==> src/rtl/simple_tap_ctrl_pkg.sv <==
// Shared types and constants for the tap-memory initiator.
// The command struct mirrors the tap memory's own interface typedef.
package simple_tap_ctrl_pkg;

    localparam int TAP_LANES  = 6;
    localparam int TAP_WIDTH  = 32;
    localparam int TAP_DEPTH  = 4;
    localparam int TAP_ADDR_W = $clog2(TAP_DEPTH);
    localparam int TAP_SUB_W  = 3;
    localparam int TAP_RD_LAT = 1;
    localparam int TAP_ROW_W  = TAP_LANES * TAP_WIDTH;

    typedef enum logic [1:0] {
        IDLE,
        LOAD,
        SWEEP,
        DRAIN
    } tap_ctrl_state_t;

    typedef struct packed {
        logic [TAP_ADDR_W-1:0] rd_address;
        logic                  rd_vld;
        logic [TAP_ADDR_W-1:0] wr_address;
        logic                  wr_vld;
        logic [TAP_SUB_W-1:0]  sub_addr;
        logic                  sub_vld;
        logic [TAP_WIDTH-1:0]  sub_data;
        logic                  inter;
        logic                  inter_first;
        logic [TAP_ROW_W-1:0]  wr_data;
    } tap_cmd_t;

endpackage

==> src/rtl/simple_tap_ctrl_rdpipe.sv <==
// Read return path: delays {vld, addr} by the memory read latency, then
// registers them together with the returned row.
module simple_tap_ctrl_rdpipe #(
    parameter int ADDR_W = 2,
    parameter int DATA_W = 192,
    parameter int DEPTH  = 4,
    parameter int RD_LAT = 1
) (
    input  logic              clk,
    input  logic              reset,
    input  logic              rd_vld,
    input  logic [ADDR_W-1:0] rd_address,
    input  logic [DATA_W-1:0] rd_data,
    output logic              out_vld,
    output logic [ADDR_W-1:0] out_addr,
    output logic              out_last,
    output logic [DATA_W-1:0] out_data
);

    logic [RD_LAT-1:0] pipe_vld;
    logic [ADDR_W-1:0] pipe_addr [RD_LAT];

    always_ff @(posedge clk or negedge reset) begin
        if (!reset) begin
            pipe_vld <= '0;
            for (int i = 0; i < RD_LAT; i++) pipe_addr[i] <= '0;
            out_vld  <= 1'b0;
            out_addr <= '0;
            out_last <= 1'b0;
            out_data <= '0;
        end else begin
            pipe_vld[0]  <= rd_vld;
            pipe_addr[0] <= rd_address;
            for (int i = 1; i < RD_LAT; i++) begin
                pipe_vld[i]  <= pipe_vld[i-1];
                pipe_addr[i] <= pipe_addr[i-1];
            end
            out_vld  <= pipe_vld[RD_LAT-1];
            out_addr <= pipe_addr[RD_LAT-1];
            out_last <= pipe_vld[RD_LAT-1] && (pipe_addr[RD_LAT-1] == ADDR_W'(DEPTH - 1));
            if (pipe_vld[RD_LAT-1]) out_data <= rd_data;
        end
    end

endmodule

==> src/rtl/simple_tap_ctrl.sv <==
// Tap-memory initiator: serial lane-by-lane tap load, sequential read sweep
// with aligned output, and full-width write-back.
module simple_tap_ctrl
    import simple_tap_ctrl_pkg::*;
#(
    parameter int RD_LAT = TAP_RD_LAT
) (
    input  logic                  clk,
    input  logic                  reset,
    input  logic                  start,
    input  logic                  load_vld,
    input  logic                  load_first,
    input  logic [TAP_WIDTH-1:0]  load_data,
    output logic                  load_rdy,
    output logic                  load_done,
    input  logic                  wb_vld,
    input  logic [TAP_ADDR_W-1:0] wb_addr,
    input  logic [TAP_ROW_W-1:0]  wb_data,
    output logic                  wb_rdy,
    output logic [TAP_ADDR_W-1:0] tap_rd_address,
    output logic                  tap_rd_vld,
    output logic [TAP_ADDR_W-1:0] tap_wr_address,
    output logic                  tap_wr_vld,
    output logic [TAP_SUB_W-1:0]  tap_sub_addr,
    output logic                  tap_sub_vld,
    output logic [TAP_WIDTH-1:0]  tap_sub_data,
    output logic                  tap_inter,
    output logic                  tap_inter_first,
    output logic [TAP_ROW_W-1:0]  tap_wr_data,
    input  logic [TAP_ROW_W-1:0]  tap_rd_data,
    output logic                  out_vld,
    output logic [TAP_ADDR_W-1:0] out_addr,
    output logic                  out_last,
    output logic [TAP_ROW_W-1:0]  out_data,
    output logic                  busy
);

    localparam int DRAIN_W = (RD_LAT > 1) ? $clog2(RD_LAT) : 1;

    // Assertion is immediate; release is retimed to clk through two flops.
    logic [1:0] rst_sync_q;
    logic       rst_n;

    always_ff @(posedge clk or negedge reset) begin
        if (!reset) rst_sync_q <= 2'b00;
        else        rst_sync_q <= {rst_sync_q[0], 1'b1};
    end
    assign rst_n = rst_sync_q[1];

    tap_ctrl_state_t       state, state_nxt;
    tap_cmd_t              cmd_q, cmd_nxt;
    logic [TAP_SUB_W-1:0]  lane_q, lane_nxt, eff_lane;
    logic [TAP_ADDR_W-1:0] ld_addr_q, ld_addr_nxt, eff_addr;
    logic [TAP_ADDR_W-1:0] rd_ptr_q, rd_ptr_nxt;
    logic [DRAIN_W-1:0]    drain_cnt_q, drain_cnt_nxt;
    logic                  load_done_q, load_done_nxt;
    logic                  load_rdy_q, wb_rdy_q, busy_q;
    logic                  pend_q, pend_nxt;
    logic [TAP_ADDR_W-1:0] pend_addr_q;
    logic [TAP_ROW_W-1:0]  pend_data_q;
    logic                  load_acc, wb_acc, last_word;

    assign load_acc  = load_vld && load_rdy_q;
    assign wb_acc    = wb_vld && wb_rdy_q;
    assign eff_lane  = load_first ? '0 : lane_q;
    assign eff_addr  = load_first ? '0 : ld_addr_q;
    assign last_word = (eff_lane == TAP_SUB_W'(TAP_LANES - 1)) &&
                       (eff_addr == TAP_ADDR_W'(TAP_DEPTH - 1));

    always_comb begin
        // NOTE: every signal gets a default first so no path can infer a latch.
        state_nxt           = state;
        lane_nxt            = lane_q;
        ld_addr_nxt         = ld_addr_q;
        rd_ptr_nxt          = rd_ptr_q;
        drain_cnt_nxt       = drain_cnt_q;
        load_done_nxt       = 1'b0;
        pend_nxt            = pend_q;
        cmd_nxt             = cmd_q;
        cmd_nxt.rd_vld      = 1'b0;
        cmd_nxt.wr_vld      = 1'b0;
        cmd_nxt.sub_vld     = 1'b0;
        cmd_nxt.inter       = 1'b0;
        cmd_nxt.inter_first = 1'b0;

        case (state)
            IDLE, LOAD: begin
                if (load_acc) begin
                    if (last_word) begin
                        state_nxt     = IDLE;
                        lane_nxt      = '0;
                        ld_addr_nxt   = '0;
                        load_done_nxt = 1'b1;
                    end else begin
                        state_nxt = LOAD;
                        if (eff_lane == TAP_SUB_W'(TAP_LANES - 1)) begin
                            lane_nxt    = '0;
                            ld_addr_nxt = eff_addr + TAP_ADDR_W'(1);
                        end else begin
                            lane_nxt    = eff_lane + TAP_SUB_W'(1);
                            ld_addr_nxt = eff_addr;
                        end
                    end
                end else if (state == IDLE && start && !load_vld) begin
                    state_nxt  = SWEEP;
                    rd_ptr_nxt = '0;
                end
            end
            SWEEP: begin
                cmd_nxt.rd_vld      = 1'b1;
                cmd_nxt.rd_address  = rd_ptr_q;
                cmd_nxt.inter       = 1'b1;
                cmd_nxt.inter_first = (rd_ptr_q == '0);
                if (rd_ptr_q == TAP_ADDR_W'(TAP_DEPTH - 1)) begin
                    state_nxt     = DRAIN;
                    rd_ptr_nxt    = '0;
                    drain_cnt_nxt = '0;
                end else begin
                    rd_ptr_nxt = rd_ptr_q + TAP_ADDR_W'(1);
                end
            end
            DRAIN: begin
                if (drain_cnt_q == DRAIN_W'(RD_LAT - 1)) begin
                    state_nxt     = IDLE;
                    drain_cnt_nxt = '0;
                end else begin
                    drain_cnt_nxt = drain_cnt_q + DRAIN_W'(1);
                end
            end
            default: state_nxt = IDLE;
        endcase

        // A write-back that lands in the same IDLE cycle as a load word is
        // parked and issued on the first cycle without a lane write.
        if (load_acc) begin
            cmd_nxt.sub_vld    = 1'b1;
            cmd_nxt.sub_addr   = eff_lane;
            cmd_nxt.sub_data   = load_data;
            cmd_nxt.wr_address = eff_addr;
            if (wb_acc) pend_nxt = 1'b1;
        end else if (pend_q) begin
            cmd_nxt.wr_vld     = 1'b1;
            cmd_nxt.wr_address = pend_addr_q;
            cmd_nxt.wr_data    = pend_data_q;
            pend_nxt           = 1'b0;
        end else if (wb_acc) begin
            cmd_nxt.wr_vld     = 1'b1;
            cmd_nxt.wr_address = wb_addr;
            cmd_nxt.wr_data    = wb_data;
        end
    end

    // NOTE: sequential state uses non-blocking assignments only.
    always_ff @(posedge clk or negedge rst_n) begin
        if (!rst_n) begin
            state       <= IDLE;
            cmd_q       <= '0;
            lane_q      <= '0;
            ld_addr_q   <= '0;
            rd_ptr_q    <= '0;
            drain_cnt_q <= '0;
            load_done_q <= 1'b0;
            load_rdy_q  <= 1'b0;
            wb_rdy_q    <= 1'b0;
            busy_q      <= 1'b0;
            pend_q      <= 1'b0;
        end else begin
            state       <= state_nxt;
            cmd_q       <= cmd_nxt;
            lane_q      <= lane_nxt;
            ld_addr_q   <= ld_addr_nxt;
            rd_ptr_q    <= rd_ptr_nxt;
            drain_cnt_q <= drain_cnt_nxt;
            load_done_q <= load_done_nxt;
            load_rdy_q  <= (state_nxt == IDLE) || (state_nxt == LOAD);
            wb_rdy_q    <= (state_nxt != LOAD) && !pend_nxt;
            busy_q      <= (state_nxt != IDLE);
            pend_q      <= pend_nxt;
        end
    end

    // NOTE: payload registers carry no reset; pend_q alone qualifies them.
    always_ff @(posedge clk) begin
        if (load_acc && wb_acc) begin
            pend_addr_q <= wb_addr;
            pend_data_q <= wb_data;
        end
    end

    simple_tap_ctrl_rdpipe #(
        .ADDR_W (TAP_ADDR_W),
        .DATA_W (TAP_ROW_W),
        .DEPTH  (TAP_DEPTH),
        .RD_LAT (RD_LAT)
    ) u_rdpipe (
        .clk        (clk),
        .reset      (rst_n),
        .rd_vld     (cmd_q.rd_vld),
        .rd_address (cmd_q.rd_address),
        .rd_data    (tap_rd_data),
        .out_vld    (out_vld),
        .out_addr   (out_addr),
        .out_last   (out_last),
        .out_data   (out_data)
    );

    assign tap_rd_address  = cmd_q.rd_address;
    assign tap_rd_vld      = cmd_q.rd_vld;
    assign tap_wr_address  = cmd_q.wr_address;
    assign tap_wr_vld      = cmd_q.wr_vld;
    assign tap_sub_addr    = cmd_q.sub_addr;
    assign tap_sub_vld     = cmd_q.sub_vld;
    assign tap_sub_data    = cmd_q.sub_data;
    assign tap_inter       = cmd_q.inter;
    assign tap_inter_first = cmd_q.inter_first;
    assign tap_wr_data     = cmd_q.wr_data;
    assign load_done       = load_done_q;
    assign load_rdy        = load_rdy_q;
    assign wb_rdy          = wb_rdy_q;
    assign busy            = busy_q;

endmodule

==> config.mk <==
export PLATFORM = sky130hd
export DESIGN_NAME = simple_tap_ctrl
export DESIGN_NICKNAME = d
export VERILOG_FILES = /design/src/rtl/simple_tap_ctrl_pkg.sv /design/src/rtl/simple_tap_ctrl_rdpipe.sv /design/src/rtl/simple_tap_ctrl.sv
export SDC_FILE = /design/constraint.sdc
export NUM_CORES = 1
export LEC_CHECK = 0
export CORE_AREA = 3 3 338 340
export DETAILED_ROUTE_END_ITERATION = 6
export DIE_AREA = 0 0 341 343
export PLACE_DENSITY = 0.49
export RECOVER_POWER = 100
export REMOVE_ABC_BUFFERS = 1
export SYNTH_ARGS = -nofsm -noshare
export SYNTH_HDL_FRONTEND = slang
export SYNTH_SLANG_ARGS = --single-unit
==> constraint.sdc <==
create_clock -name clk -period 21.5 [get_ports clk]
set_input_delay 2.15 -clock clk [delete_from_list [all_inputs] [get_ports clk]]
set_output_delay 2.15 -clock clk [all_outputs]
set_load 0.005 [all_outputs]
==> summary.md <==
| Metric | Value |
|---|---|
| Outcome | finished, violations left |
| Failing checks | max-capacitance violations, max-slew violations |
| Clock slew at reported path FFs | 0.06 ns |
| CP cell instances | clkbuf_1 |
| Crit path largest cell delay | 5.89 ns |
| Core ar. | 112000 um^2 |
| Initial DRC count | ~700 |
| Vias in the first global route | 18800 |
| Synth Area per Inst | ~15 um^2 |
| Fill count | 11100 |
| Final Cycle Share | 0.476 |
| FF+latch area | 17100 um^2 |
| HPWL after DPL | 64400 um |
| CP required | 20.15 ns |
| Worst setup EP type | asynchronous set/reset pin |
| Critical path class | register to asynchronous set/reset pin |
| Num CTS Buffers | 77 |
| Largest net degree at the start of global routing | 193 |
| RSZ-0062 raised after global routing | no |
| Footprint of the multi-input gates | around 6800 um^2 |
| Top FF cell, synth | dfrtp_1 |
| Drt total wl | 90600 um |
| Worst-Margin Slew | 8.28 ns |
| Max Fclk | 0.0976 GHz |
| Endpoints failing setup | 0 |
| Gpl congestion | 0.860 |
| Nets@finish | 2955 |
| Worst path slowest cell | clkbuf_1 |
| PwrDens | 119 nW/um^2 |
| Mapped cell area | ~25000 um^2 |
| Register area share after synthesis | 0.695 |
| PortBufs | 859 |
| Util after Layout | 0.333 |
| Total vias in the final route | between 15000 and 20000 |
| Tot Pwr | between 4000 and 5000 uW |
| CTS tree | built |
| CTS H-tree depth | 3 |
| Via-to-Cell Ratio | about 4.2 |
| # clock sinks | 644 |
| Final Hold Fails | 0 |
| Min setup slack post-route | between 10 and 15 ns |
| Buffers and inverters on the worst path | 1 |
| Clock latency at the later pin of the worst-skew pair | 0.63 ns |
| Post-cts sizing count | 0 |
| GRT Util Overall | 0.150 |
| CP max FO | 136 |
| Die W | 341 um |
| First-pass GRT wire length | 131000 um |
| Site Rows | 123 |
| Max-cap viol count | 14 |
| CP startpoint kind | register |
| Drc violations | 0 |
| Min Tclk post-route | 10.24 ns |
| CP top delay family | buffers and inverters |
| Root buffer cell | clkbuf_16 |
| Share of cells above drive strength 1 | 0.127 |
| YS warnings | 0 |
| Count of different cell masters after synthesis | 37 |
| Fin. max-slew vios | 1130 |
| Post-DRT Antenna Nets | 0 |
| IO Count | 860 |
| Pleak | 0.0144 uW |
| Post-synth EDFFs | 194 |
| Drt first pass iters | 5 |
| Worst Hold Class | register to register |
| Starting density of the core | 0.220 |
| Slew HR | -4.52 |
| Clock Path Buffers | 3 |
| Die height | 343 um |
| Worst VDD drop | about 0.07 mV |
| Max Clock Skew | 0.0190 ns |
| Post-CTS setup buffer count | 0 |
| Setup TNS | 0 ns |
| Global route overflow | 0 |
| Asr flop ratio synth | 0.699 |
| Antenna violations before repair | 67 |
| WL per Instance | 22.0 um |
| Post-Syn Instances | 1690 |
| Pre-CTS setup slack | between 15 and 20 ns |
| Post-route cell area | 37300 um^2 |
| CTS Hold Bufs | 0 |
| CP arrival | 8.90 ns |
| Die ar. | ~120000 um^2 |
| DP Area | roughly 35000 um^2 |
| Layout area overhead | 51.6% |
| Flops & latches, synth | 644 |
## worst paths after layout
kind                               start                to  slack [ns]  cells after the start
max in group clk                load_vld  tap_wr_data[180]       11.75                      7
setup reg to reg           rst_sync_q[1]  tap_wr_data[163]       11.26                      1
min in group asynchronous  rst_sync_q[1]  tap_wr_data[154]        1.12                      0
setup / recovery           rst_sync_q[1]  tap_wr_data[163]       11.26                      1
hold reg to reg            rst_sync_q[0]     rst_sync_q[1]        0.35                      0
hold / removal             rst_sync_q[0]     rst_sync_q[1]        0.35                      0
## Yosys cell counts, types with 3 or more instances
master    instances  area [um^2]
mux2i_1         192         1920
ha_1              3         37.5
inv_1             6         22.5
nand2b_1          3         18.8
nand2_1         101          379
dfrtp_1         450        11300
o21ai_0         199          996
clkbuf_2         15         75.1
mux2_2          196         2210
o31ai_1           5         37.5
and2b_1           3         22.5
clkbuf_1         11         41.3
nor2_1            6         22.5
buf_2            46          230
edfxtp_1        194         5830
buf_6             5         56.3
buf_4            39          293
o21ai_1         189          946
## flip-flops by register name, indices dropped and copies added, names as in the netlist, 3 cells and up
name / cells
lane_q: 3
pend_data_q: 192
tap_sub_addr: 3
tap_sub_data: 32
tap_wr_data: 192
u_rdpipe.out_data: 192
## cells in the final DEF, fill, tap and decap left out, drive strengths merged, types with 8 or more instances in the layout
master and instances:
clkdlybuf4s50 226, dlygate4sd3 633, clkinv 14, diode 34, mux2 196, mux2i 192, clkbuf 129, o21ai 388
nand2 103, dfrtp 450, bufinv 8, edfxtp 194
## power by group
part	internal [uW]	total (uW)	switching, uW
clock	854	1380	524
combinational	734	1200	465
sequential	1640	1850	204
total	3230	4420	1190
## final cells by class
type	instances	area share
repair buffers	875	0.233
clock inverters	24	0.00946
clock buffers	119	0.0633
diodes	34	0.00228
multi-input cells	923	0.182
flip-flops and latches	644	0.458
well taps	1500	0.0503
inverters	7	0.000738
## per-layer routing
metal / GRT usage / up-vias / wire (um)
li1: - / 7886 / -
met1: 0.162 / 8737 / 32700
met2: 0.253 / 693 / 45500
met3: 0.0687 / 178 / 9260
met4: 0.0649 / 40 / 2900
met5: 0 / - / 257
## per-stage QoR
step,hold slack [ns],instances
2_1_floorplan,0.331,1574
3_3_place_gp,0.336,3949
3_5_place_dp,0.337,3949
4_1_cts,0.352,4092
5_1_grt,0.356,4108
6_report,0.350,4126
## cells by family (layout without fill, tap and decap cells)
kind of cell	count (synthesis)	after routing	share of synthesized area
DFF	644	644	0.695
AOI/OAI and AO/OA	405	405	0.0845
muxes	388	388	0.168
and+or+nand+nor	126	126	0.0218
buffers and inverters	123	1025	0.0294
adders and majority gates	3	3	0.00153
other	1	35	0.000152
(Power assumes the default switching activity.)
